## config.mk

```make
export PLATFORM = sky130hd
export DESIGN_NAME = xyz_vector_sequencer
export DESIGN_NICKNAME = d
export VERILOG_FILES = /design/src/rtl/xyz_vector_sequencer.sv
export SDC_FILE = /design/constraint.sdc
export NUM_CORES = 1
export LEC_CHECK = 0
export ABC_AREA = 1
export CORE_ASPECT_RATIO = 1.25
export CORE_MARGIN = 2
export CORE_UTILIZATION = 42
export CTS_BUF_LIST = sky130_fd_sc_hd__clkbuf_16
export CTS_CLUSTER_DIAMETER = 50
export DETAILED_ROUTE_END_ITERATION = 7
export PLACE_DENSITY = 0.69
export SLEW_MARGIN = 20
export SYNTH_ARGS = -nofsm -noshare
export SYNTH_HDL_FRONTEND = slang
export SYNTH_SLANG_ARGS = --single-unit
```

## constraint.sdc

```tcl
create_clock -name clk -period 1.6 [get_ports clk]
set_input_delay 0.24 -clock clk [delete_from_list [all_inputs] [get_ports clk]]
set_output_delay 0.24 -clock clk [all_outputs]
set_load 0.1 [all_outputs]
```

## src/rtl/xyz_vector_sequencer.sv

```systemverilog
// Clocked, self-checking stimulus sequencer for a 3-input/1-output circuit under test.
// Optional macro XYZ_SEQ_LOOP_EN: run passes continuously with a one-cycle done pulse per pass.
module xyz_vector_sequencer #(
  parameter int unsigned HOLD_CYCLES = 4,
  parameter logic [7:0]  EXP_TABLE   = 8'b1110_1000
) (
  input  logic       clk,
  input  logic       rst_n,
  input  logic       start,
  input  logic       abort,
  output logic       x,
  output logic       y,
  output logic       z,
  input  logic       m,
  output logic       busy,
  output logic       done,
  output logic       pass,
  output logic [3:0] err_count,
  output logic [7:0] fail_vec
);

  typedef enum logic [1:0] {
    ST_IDLE,
    ST_RUN,
    ST_DONE
  } state_e;

  localparam logic [7:0] HOLD_LAST = 8'(HOLD_CYCLES - 1);

  state_e     state_q, state_d;
  logic [2:0] vec_q, vec_d;
  logic [7:0] hold_cnt_q, hold_cnt_d;
  logic [3:0] err_count_q, err_count_d;
  logic [7:0] fail_vec_q, fail_vec_d;
  logic       sample_edge;
  logic       mismatch;
`ifdef XYZ_SEQ_LOOP_EN
  logic       done_q, done_d;
`endif

  assign sample_edge = (hold_cnt_q == HOLD_LAST);
  assign mismatch    = (m != EXP_TABLE[vec_q]);

  always_comb begin
    state_d     = state_q;
    vec_d       = vec_q;
    hold_cnt_d  = hold_cnt_q;
    err_count_d = err_count_q;
    fail_vec_d  = fail_vec_q;
`ifdef XYZ_SEQ_LOOP_EN
    done_d      = 1'b0;
`endif
    case (state_q)
      ST_IDLE, ST_DONE: begin
        if (start) begin
          state_d     = ST_RUN;
          vec_d       = '0;
          hold_cnt_d  = '0;
          err_count_d = '0;
          fail_vec_d  = '0;
        end
      end
      ST_RUN: begin
        // abort outranks the sample edge, so the vector being sampled is never compared
        if (abort) begin
          state_d    = ST_IDLE;
          vec_d      = '0;
          hold_cnt_d = '0;
        end else if (sample_edge) begin
          if (mismatch) begin
`ifdef XYZ_SEQ_LOOP_EN
            if (err_count_q != 4'd15) begin
              err_count_d = err_count_q + 4'd1;
            end
`else
            err_count_d = err_count_q + 4'd1;
`endif
            fail_vec_d[vec_q] = 1'b1;
          end
          hold_cnt_d = '0;
          if (vec_q == 3'd7) begin
`ifdef XYZ_SEQ_LOOP_EN
            vec_d  = '0;
            done_d = 1'b1;
`else
            state_d = ST_DONE;
`endif
          end else begin
            vec_d = vec_q + 3'd1;
          end
        end else begin
          hold_cnt_d = hold_cnt_q + 8'd1;
        end
      end
      default: state_d = ST_IDLE;
    endcase
  end

  always_ff @(posedge clk or negedge rst_n) begin
    if (!rst_n) begin
      state_q     <= ST_IDLE;
      vec_q       <= '0;
      hold_cnt_q  <= '0;
      err_count_q <= '0;
      fail_vec_q  <= '0;
`ifdef XYZ_SEQ_LOOP_EN
      done_q      <= 1'b0;
`endif
    end else begin
      state_q     <= state_d;
      vec_q       <= vec_d;
      hold_cnt_q  <= hold_cnt_d;
      err_count_q <= err_count_d;
      fail_vec_q  <= fail_vec_d;
`ifdef XYZ_SEQ_LOOP_EN
      done_q      <= done_d;
`endif
    end
  end

  assign busy      = (state_q == ST_RUN);
  assign x         = busy & vec_q[2];
  assign y         = busy & vec_q[1];
  assign z         = busy & vec_q[0];
  assign err_count = err_count_q;
  assign fail_vec  = fail_vec_q;

`ifdef XYZ_SEQ_LOOP_EN
  assign done = done_q;
  assign pass = done_q & (err_count_q == 4'd0);
`else
  assign done = (state_q == ST_DONE);
  assign pass = done & (err_count_q == 4'd0);
`endif

endmodule

```

==> results.toml <==
[finish]
post-route-util = 0.645
diodes = 0
final_area_sq_mm = 0.00225
nets = 248
drive_gt1_frac = 0.284
syn_to_final_growth_pct = 47.0

[worst_setup_path]
endpoint_kind = "primary output"
startpoint_type = "register"
cp.required_ps = 1360
crit_fanout = 2
critical_path_class = "reg2out"
cp.arrival_ps = 1390

[clock_network]
cts_sinks = 25
cts_buffer_depth = 2
insertion_delay_ps = 260
cts_tree = "yes"
cts_buffers = 3
cts_root_buf = "clkbuf_16"
path_clk_slew_ps = 60
hold_buffers = 0
htree_num_levels = 1

[floorplanning]
dieArea_sq_mm = 0.00414
io-pin-count = 23
die_w_microns = 57.9
die_h_microns = 71.4
rows = 24
core_sq_mm = 0.00348
initial_core_util = 0.439

[yosys]
synth.net_count = 212
synth.distinct_cells = 29
ys_seq_elements = 25
synthCells = 201
synth_simple_gate_area_frac = 0.373
ys_seq_area_frac = 0.410
ys_async_sr_fraction = 1.00
post-synth-top-count-cell = "nand2_1"
syn-cell-area_sq_mm = 0.00153
synth_commonest_cells = "59 x nand2_1, 25 x dfrtp_1, 24 x nor2_1, 20 x inv_1, 20 x nand3_1"
synth.area.mux_share = 0
netlist_top_cells_area = "dfrtp_1 41%, nand2_1 14%, nand3_1 6.6%"
yosys_warnings = 0
synth_adder_area_share = 0.0491
synth_top_area_share = 0.410
synth_compound_area_frac = 0.0606
synthFlopType = "dfrtp_1"
synth_edf_count = 0
synth_xor_area_frac = 0.0229
syn_area_per_cell_sq_um = 7.60
synth_top_family_by_area = "simple AND/OR/NAND/NOR gates"
synth_top_cell_by_area = "dfrtp_1"

[grt]
busiest_layer = "met2"
antenna_found_initial = 0
use_met1 = 0.199
global_route.usage.met2 = 0.351
grt_util_all_layers = 0.185
overflow = 0
grt_max_degree = 26
use_met3 = 0.0217
grt_pass1_wl_microns = 5870
grt_pass1_vias = 1397

[timing]
timing.final.crit_share = 1.02
clock_skew_ps = 1.58
hold_ws_ps = 351
setup_viol = 1
clock.fmax_ghz = 0.613
slew_viol_final = 0
worstMarginPinSlew_ps = 334
slew_headroom = 0.777
fin_setup_tns_ps = -31.3
hold_viol_final = 0
rsz0062_at_grt = "yes"
finalWorstSetupSlack_ps = -31.3
min_period_ps = 1630

[pwr]
p_per_area_mw_per_mm2 = 1720
leakage_nw = 1.04
peakVddDrop_v = 0.00128

[place]
gp_congestion = 0.808
place.detailed.hpwl_microns = 2470
io_buffers = 22
placed_cell_area_sq_mm = 0.00210
place_ws_ps = 80.2

[routing]
wirelength_microns = 3410
ant_nets = 0
route.detailed.drc = 0
wire_per_inst_microns = 12.4
first_pass_iters = 4
drt-vias-per-instance = 5.11
num_vias = 1405
drt_iter0_drc = 38

[run_status]
violations = "negative setup slack"
status = "finished with violations"

[hold_path]
hold_class = "in2async"

[job]
cap_violations = 0
sequential cells by signal (all words and copies together) (netlist names):
signal / flops
fail_vec: 8
hold_cnt_q: 8
err_count: 4
vec_q: 3
state_q: 2
layer usage:
layer | up-vias | routed length (microns)
met4 | 0 | 63
met1 | 666 | 1440
li1 | 710 | -
met2 | 24 | 1820
met3 | 5 | 88
met5 | - | 0
critical path: stages (launching register included):
cell,delay [ps]
dfrtp_4,490
inv_4,60
ha_4,120
nand2_2,60
nor4_4,180
buf_12,210
final timing paths:
path	slack (ps)	cells after the start	from	to
max	-30	5	err_count[0]	pass
min	350	2	rst_n	err_count[0]
max reg2reg	100	7	hold_cnt_q[0]	err_count[0]
min reg2reg	510	2	hold_cnt_q[1]	hold_cnt_q[1]
max in group asynchronous	970	2	rst_n	err_count[1]
min in group clk	510	2	hold_cnt_q[1]	hold_cnt_q[1]
final cells by class:
type / instances / area [sq um]
fillers: 279 / 1240
multi-input cells: 149 / 842
flip-flops and latches: 25 / 636
repair buffers: 37 / 529
inverters: 21 / 111
clock buffers: 3 / 75.1
well taps: 39 / 48.8
clock inverters: 1 / 3.75
placed cells by master (no fill, tap or decap), types with 2 or more instances in the layout:
cell type,netlist,final
o21a_1,2,2
dfrtp_4,0,2
nand3_1,20,20
buf_12,0,19
nor2_4,3,5
ha_1,6,5
nor3_1,2,2
inv_1,20,17
clkdlybuf4s50_1,0,4
nor2_2,2,3
nand2_2,3,3
nor2_1,24,21
buf_4,1,13
nand3_2,3,3
a21oi_1,5,5
o21ai_0,5,5
dfrtp_1,25,21
nand2_1,59,57
clkbuf_16,0,3
dfrtp_2,0,2
nand2_4,2,3
inv_2,0,2
xor2_1,3,3
nand4_1,3,3
per-stage QoR:
step	std cells	total power, W
after floorplan	201	0.00246
after global placement	268	0.00316
after detailed placement	268	0.00319
after CTS	275	0.00384
after global routing	275	0.00407
final	275	0.00386
power by group:
group	internal [W]	switching, W
clock	0.000334	0.000217
sequential	0.000760	0.000130
combinational	0.000878	0.00154
total	0.00197	0.00189
cell families (layout without fill, tap and decap cells):
logic type | after synthesis | count (layout)
and+or+nand+nor | 123 | 123
AOI/OAI and AO/OA | 16 | 16
buffers and inverters | 27 | 62
DFF | 25 | 25
xor gates and xnor gates | 4 | 4
adders and majority gates | 6 | 6
what timing repair did:
action                                  CTS  global route
resized for setup                         3             6
hold endpoints to repair                  0             0
endpoints found under the setup margin    2            14
pin swaps                                 2             1
setup buffers                             3             0
No activity file was read; power rests on OpenSTA's default activity.
==> RTL change: new RTL, same flow settings <==
The option `XYZ_SEQ_LOOP_EN` is turned on by a define.
--- a/src/rtl/xyz_vector_sequencer.sv
+++ b/src/rtl/xyz_vector_sequencer.sv
@@ -2,2 +2,4 @@
 // Optional macro XYZ_SEQ_LOOP_EN: run passes continuously with a one-cycle done pulse per pass.
+`define XYZ_SEQ_LOOP_EN
+
 module xyz_vector_sequencer #(
Check against the original RTL: same outputs for any inputs over 10 cycles, from zero or initial values and one cycle with rst_n low; that may be too few to reach the edited logic, so the function may still have changed.
==> RTL change against the unedited design <==
  * Sequential cell count stayed put
  * Via count is 5.5% lower
  * Routed wire length is 0.97% lower
  * Cell area is 3.1% lower
  * Worst setup slack better by 0.064 ns
  * First-iteration DRC count is 18% higher
  * Synthesized area is 2.2% lower
  * Register-to-register slack better by 0.04 ns
Power is not compared: it rests on default switching activity, and its combinational part moved more than twofold at a synthesized area within 25%.
==> RTL change: results (changes against the unedited design) <==
| Metric | Value |
|---|---|
| Clock-pin slew on the worst setup and hold paths | `0.06 ns (about the same)` |
| M3 GR Usage | `4.39% (+2.2 points)` |
| CP Launch Point | `state_q[0]` |
| Root buf cell | `clkbuf_16` |
| Setup TNS Final | `0 ns (+0.0313 ns)` |
| LEAKAGE | `0.986 nW` |
| Synthesized net count | `194 (-8.5%)` |
| Fillers | `302 (+8.2%)` |
| GPL Wtd Cong | `0.812 (+0.48%)` |
| Critical Path AT | `1.33 ns (-0.06 ns)` |
| Iteration-0 DRC count of the detailed router | `45 (+18%)` |
| Number of port buffers | `22 (unchanged)` |
| Worst-path fanout max | `14 (+12)` |
| Synth area leaders | `dfrtp_1 42%, nand2_1 9.8%, ha_1 5.9%` |
| DP Area | `2050 µm² (-2.6%)` |
| Slew @ Worst Pin | `0.338 ns (+0.00393 ns)` |
| Cells on worst reg2reg path | `8 (+1)` |
| H-tree levels | `1 (unchanged)` |
| Nets@finish | `227 (-8.5%)` |
| First-pass GRT wire length | `5830 µm (-0.70%)` |
| Sequential area share after synthesis | `41.9% (+0.93 points)` |
| Yosys cell types | `24 (-17%)` |
| CP endpoint | `y` |
| Synth cell count leaders | `39 x nand2_1, 25 x dfrtp_1, 23 x inv_1, 14 x nor2_1, 13 x o21ai_0` |
| Flop2flop setup slack | `0.14 ns (+0.04 ns)` |
| Min cycle time layout | `1.57 ns (-0.0638 ns)` |
| M2 GR Usage | `32.2% (-2.9 points)` |
| GR Util met1 | `19.9% (+0.022 points)` |
| Fraction of registers with async set/reset | `100% (unchanged)` |
| Pre-Repair DR Iteration Count | `4 (unchanged)` |
| Via count | `1328 (-5.5%)` |
| Detail Placement HPWL | `2540 µm (+2.9%)` |
| Share of post-route cells with drive strength above 1 | `34.1% (+5.7 points)` |
| Critical path's largest stage delay | `0.54 ns (+0.05 ns)` |
| Largest net degree at the start of global routing | `26 (unchanged)` |
| Final Skew | `0.00130 ns (-0.000283 ns)` |
| R2R Path End | `vec_q[2]` |
| Status | `complete, no violations` |
| Avg WL per Cell | `13.4 µm (+7.6%)` |
| Tot GR Track Use | `18.5% (about the same)` |
| Vias in the first global route | `1385 (-0.86%)` |
RTL change: cell type report:
| type | count | share of cell area, % |
|---|---|---|
| clock buffers | 3 | 3.45 |
| multi-input cells | 127 | 37.4 |
| repair buffers | 31 | 21.9 |
| flip-flops and latches | 25 | 29.4 |
| inverters | 27 | 5.41 |
| clock inverters | 1 | 0.173 |
| well taps | 39 | 2.24 |
RTL change: how the worst min path moves through the flow:
| stage | start | end | slack, ns | depth (start not counted) |
|---|---|---|---|---|
| CTS | rst_n | hold_cnt_q[7] | 0.35 | 2 |
| global placement | hold_cnt_q[7] | hold_cnt_q[7] | 0.50 | 2 |
| floorplan | rst_n | done | -0.06 | 0 |
| global route | rst_n | state_q[0] | 0.39 | 2 |
| finish | rst_n | hold_cnt_q[7] | 0.34 | 2 |
| detailed placement | hold_cnt_q[7] | hold_cnt_q[7] | 0.53 | 2 |
RTL change: report_power, final:
part	total, W	internal, W	switching, W
Clock	0.000550	0.000334	0.000216
Sequential	0.000825	0.000724	0.000101
Combinational	0.00111	0.000399	0.000709
RTL change: stage by stage:
step / setup WS [ns] / utilization, % / hold WS, ns / std cells / total power, W
after global placement: 0.0481 / 59.4 / 0.496 / 247 / 0.00187
after detailed placement: -0.000271 / 59.4 / 0.528 / 247 / 0.00190
after global routing: -0.00714 / 63.0 / 0.394 / 253 / 0.00260
final: 0.0326 / 63.0 / 0.341 / 253 / 0.00248
after floorplan: -0.348 / - / -0.0556 / 182 / 0.00156
after CTS: 0.0194 / 62.2 / 0.348 / 253 / 0.00249
RTL change: worst max-delay path, delay by kind of cell, from the launching register on:
kind	cells	cell delay, ns
buffers and inverters	3	0.44
DFF	1	0.54
and+or+nand+nor	1	0.08
RTL change: kinds of logic after synthesis:
| family | count (synthesis) | synth area share [%] |
|---|---|---|
| simple gates | 92 | 30.6 |
| buf+inv | 30 | 9.30 |
| compound gates | 25 | 10.6 |
| flops | 25 | 41.9 |
| fa+ha+maj | 7 | 5.86 |
| xor+xnor | 3 | 1.76 |
RTL change: timing repair:
| action | CTS | global route |
|---|---|---|
| pin swaps | 1 | 0 |
| setup endpoints to repair | 4 | 15 |
| resized for setup | 1 | 5 |
| cloned | 0 | 0 |
| buffers inserted | 2 | 0 |
RTL change: per-layer routing:
layer  wire [µm]  up-vias
met2        1820       36
met5           0        -
met3         137       12
li1            -      650
met1        1300      630
met4         125        0
